<file path="src/rtl/ibex_rf_erase_ctrl.sv">
// ============================================================================
//  Module   : ibex_rf_erase_ctrl
//  Purpose  : Sequencer for the erase strobes (sec_ers_i) of the renaming
//             flip-flop register file. It accepts an architectural-register
//             erase mask through a valid/ready handshake. It then issues the
//             erase in groups of ErsPerCycle registers and skips empty groups.
//             A core write to a pending register retires that register's
//             erase, because the rename write already zeroes the old
//             physical register.
//  Ports    : clk_i, rst_i            clock / synchronous active-high reset
//             req_valid_i/_ready_o    erase request handshake
//             req_mask_i[31:0]        bit i requests erasure of xi
//             we_a_i, waddr_a_i       monitored register-file write port
//             sec_ers_o[31:0]         erase strobes to the register file
//             busy_o, done_o, err_o   status (done_o / err_o are 1-cycle pulses)
//  Revision : 1.0  initial release
// ============================================================================
`default_nettype none

module ibex_rf_erase_ctrl #(
    parameter bit RV32E       = 1'b0,
    parameter int ErsPerCycle = 4
) (
    input  logic        clk_i,
    input  logic        rst_i,
    input  logic        req_valid_i,
    output logic        req_ready_o,
    input  logic [31:0] req_mask_i,
    input  logic        we_a_i,
    input  logic [4:0]  waddr_a_i,
    output logic [31:0] sec_ers_o,
    output logic        busy_o,
    output logic        done_o,
    output logic        err_o
);

    localparam int          c_ngrp       = 32 / ErsPerCycle;
    // x0 is hard-wired zero and never erased; RV32E has no x16..x31.
    localparam logic [31:0] c_legal_mask = RV32E ? 32'h0000_FFFE : 32'hFFFF_FFFE;

    typedef enum logic [1:0] {
        S_IDLE  = 2'd0,
        S_ERASE = 2'd1,
        S_DONE  = 2'd2
    } state_e;

    state_e      state_q, state_d;
    logic [31:0] pend_q, pend_d;
    logic        err_q, err_d;

    logic [31:0]       w_wr_clr;
    logic [31:0]       w_eff;
    logic [31:0]       w_sel;
    logic [c_ngrp-1:0] w_grp_nz;
    logic [c_ngrp-1:0] w_lower_nz;

    // A rename write to a pending register already zeroes the old physical
    // register, so that bit no longer needs an erase strobe.
    assign w_wr_clr = (we_a_i && (waddr_a_i != 5'd0)) ? (32'd1 << waddr_a_i) : 32'd0;
    assign w_eff    = pend_q & ~w_wr_clr;

    // Pick the lowest-indexed non-empty group: a group is selected when it is
    // non-empty and every group below it is empty.
    for (genvar g = 0; g < c_ngrp; g++) begin : g_grp
        assign w_grp_nz[g] = |w_eff[g*ErsPerCycle +: ErsPerCycle];
        if (g == 0) begin : g_first
            assign w_lower_nz[g] = 1'b0;
        end else begin : g_rest
            assign w_lower_nz[g] = |w_grp_nz[g-1:0];
        end
        assign w_sel[g*ErsPerCycle +: ErsPerCycle] =
            (w_grp_nz[g] && !w_lower_nz[g]) ? w_eff[g*ErsPerCycle +: ErsPerCycle]
                                            : {ErsPerCycle{1'b0}};
    end

    always_comb begin
        state_d = state_q;
        pend_d  = pend_q;
        err_d   = err_q;
        unique case (state_q)
            S_IDLE: begin
                if (req_valid_i) begin
                    pend_d  = req_mask_i & c_legal_mask;
                    // Bit 0 alone is silently dropped; only x16..x31 under
                    // RV32E counts as an illegal request.
                    err_d   = RV32E && (req_mask_i[31:16] != 16'd0);
                    state_d = (pend_d == 32'd0) ? S_DONE : S_ERASE;
                end
            end
            S_ERASE: begin
                pend_d  = w_eff & ~w_sel;
                state_d = (pend_d == 32'd0) ? S_DONE : S_ERASE;
            end
            S_DONE: begin
                err_d   = 1'b0;
                state_d = S_IDLE;
            end
            default: begin
                state_d = S_IDLE;
            end
        endcase
    end

    always_ff @(posedge clk_i) begin
        if (rst_i) begin
            state_q <= S_IDLE;
            pend_q  <= 32'd0;
            err_q   <= 1'b0;
        end else begin
            state_q <= state_d;
            pend_q  <= pend_d;
            err_q   <= err_d;
        end
    end

    // Status outputs decode directly from the state register.
    assign req_ready_o = (state_q == S_IDLE);
    assign busy_o      = (state_q != S_IDLE);
    assign done_o      = (state_q == S_DONE);
    assign err_o       = (state_q == S_DONE) && err_q;
    assign sec_ers_o   = (state_q == S_ERASE) ? w_sel : 32'd0;

endmodule

`default_nettype wire
</file>
<file path="config.mk">
export PLATFORM = sky130hd
export DESIGN_NAME = ibex_rf_erase_ctrl
export DESIGN_NICKNAME = d
export VERILOG_FILES = /design/src/rtl/ibex_rf_erase_ctrl.sv
export SDC_FILE = /design/constraint.sdc
export NUM_CORES = 1
export LEC_CHECK = 0
export BUFFER_PORTS_ARGS = -buffer_cell sky130_fd_sc_hd__buf_4
export CAP_MARGIN = 5
export CORE_ASPECT_RATIO = 0.7
export CORE_MARGIN = 3
export CORE_UTILIZATION = 50
export DETAILED_ROUTE_END_ITERATION = 12
export PLACE_DENSITY = 0.84
export SLEW_MARGIN = 20
export SYNTH_ARGS = -nofsm -noshare
export SYNTH_HDL_FRONTEND = slang
export SYNTH_SLANG_ARGS = --single-unit
</file>
<file path="constraint.sdc">
create_clock -name clk_i -period 11.1 [get_ports clk_i]
set_input_delay 3.33 -clock clk_i [delete_from_list [all_inputs] [get_ports clk_i]]
set_output_delay 3.33 -clock clk_i [all_outputs]
set_load 0.03 [all_outputs]
</file>
==> run summary <==
run status -> finished clean
maximum vdd drop -> 0.0000785 V
DRT Pass-1 Iters -> 5
Root Driver -> clkbuf_8
P&R area growth vs syn -> 27.2%
synthesized area per cell -> 6.85 um2
GRT overflow -> 0
setup TNS -> 0 ns
fmax -> 104 MHz
Die ar. -> 5690 um2
Clock Latency Late Sink -> 0.30 ns
DP Wirelength -> 5.87 mm
drt drc -> 0
Num CTS Buffers -> 5
critical path peak fanout -> 11
Final period util -> 87.0%
nets@finish -> 455
antenna violations before repair -> 0
synth warn -> 0
pre-CTS setup slack -> 1.49 ns
PD cells -> 116 nW/um2
CTS tree -> yes
Post-synth ARST share -> 0%
skew final -> 0.00919 ns
Mapped Nets -> 392
Mapped Cells -> 351
highest-count cells in the layout ignoring fill and taps -> buf_4 (78), nor2_1 (67), a21oi_1 (37), o21ai_0 (36), dfxtp_1 (34)
post-CTS setup buffer count -> 0
DIE WIDTH -> 88.9 um
Worst Setup End Kind -> output pin
Worst EP arrival -> 6.33 ns
ANT cells -> 0
CP Data Required Time -> 7.77 ns
#FFs+latches synth -> 34
height of the die -> 64.0 um
post-CTS sizing -> 0
ys flop type -> dfxtp_1
CTS max path bufs -> 2
H-Tree Depth -> 2
clock transition at the registers of the reported paths -> 0.07 ns
Total GRT Usage -> 29.5%
Post-Route WL -> 8.04 mm
critical path type -> primary input to output pin
final worst slack -> 1.44 ns
Max Slew Vio Count -> 0
Initial Util -> 53.7%
first-pass GRT wire length -> 13.0 mm
Fin. Hold Viols -> 0
fraction of layout cells with a size suffix above 1 -> 24.8%
hold_buf cts -> 0
Setup-failing EPs final -> 0
Mapped Area -> 2400 um2
row cnt -> 20
CTS Sinks -> 34
# port buffers -> 74
vias in the first global route -> 2647
Antenna Nets Post-Route -> 0
WL per Instance -> 17.1 um
Final GP Congestion -> 0.899
synth unique cells -> 46
largest net degree at the start of global routing -> 35
Final min period -> 9.66 ns
drt via density -> 6.28
RSZ-0062 raised after global routing -> false
startpoint type of the worst setup path -> primary input
Leak -> 1.21 nW
maxcap violations -> 0
num ports -> 77
area of the core -> 4480 um2
Rel. slew slack -> 43.7%
Tightest Hold Check Type -> register to register
Initial DRC Count -> 268
Worst Tran Pin Value -> 0.844 ns
register area share after synthesis -> 28.3%
vias post-DR -> 2951
leading cell type in the layout, fill and taps excluded -> buf_4
number of synthesized flops with an enable pin -> 0
Core Util, Final -> 68.3%
==> routing by layer <==
layer  track usage, %  routed length [um]  vias up
met5                0                   0        -
met4             10.6                 129        0
met3             6.57                 805       15
met2             41.9                3490      170
met1             43.1                3620     1371
li1                 -                   -     1395
==> path summary, 6_finish.rpt <==
path,start,endpoint,slack (ns),cells after the start
max,waddr_a_i[3],sec_ers_o[29],1.44,10
min,pend_q[28],pend_q[28],0.45,2
max reg2reg,pend_q[2],state_q[0],8.40,8
min reg2reg,pend_q[28],pend_q[28],0.45,2
==> sequential cells by signal, summed over array words and instances, names as in the netlist <==
register,count
pend_q,32
state_q,2
==> layout make-up <==
type,count,area [um2]
multi-input combinational,284,1590
fill,411,1420
sequential,34,681
timing repair buffer,78,586
clock buffer,7,86.3
tap,55,68.8
inverter,11,41.3
clock inverter,1,5.00
==> per-stage QoR <==
| stage | instance area [um2] | instances | hold WS (ns) | total power [mW] |
|---|---|---|---|---|
| final | 3060 | 470 | 0.453 | 0.353 |
| after global routing | 3060 | 470 | 0.471 | 0.372 |
| after CTS | 3060 | 470 | 0.458 | 0.351 |
| after detailed placement | 2970 | 462 | 0.441 | 0.253 |
| after global placement | 2970 | 462 | 0.426 | 0.251 |
| after floorplan | 2400 | 351 | 0.413 | 0.217 |
==> cells by family (layout without fill, tap and decap cells) <==
logic type | Yosys count | after routing | synth area share [%]
simple gates | 157 | 157 | 33.7
compound gates | 126 | 126 | 32.3
flops | 34 | 34 | 28.3
buf+inv | 33 | 97 | 5.51
other cells | 1 | 1 | 0.156
==> worst max-delay path: stages <==
cell and delay [ns]:
buf_4 0.12, or3b_1 0.56, o21ai_2 0.25, nand4_4 0.23, nor4_4 0.51, nand2b_2 0.16, nor2_1 0.57, nand3_1 0.27
nor2_1 0.16, buf_4 0.17
==> synth_stat cells, types with 6 or more instances <==
cell,n,share of area [%]
nor2_1,67,10
a21oi_1,37,7.7
o21ai_0,36,7.5
dfxtp_1,34,28
nand2_1,25,3.9
clkbuf_1,16,2.5
o211ai_1,15,4.7
nor3_1,12,2.5
inv_1,11,1.7
nor4_1,8,2.1
nand3_1,7,1.5
o21ai_1,7,1.5
nand3b_1,6,1.9
nand4_1,6,1.6
nor2b_1,6,1.6
o21ai_2,6,2.2
==> report_power, final <==
group / internal (mW) / switching (mW) / total, mW
sequential: 0.133 / 0.00832 / 0.141
clock: 0.0501 / 0.0496 / 0.0997
combinational: 0.0422 / 0.0705 / 0.113
No activity file was read; power rests on OpenSTA's default activity.
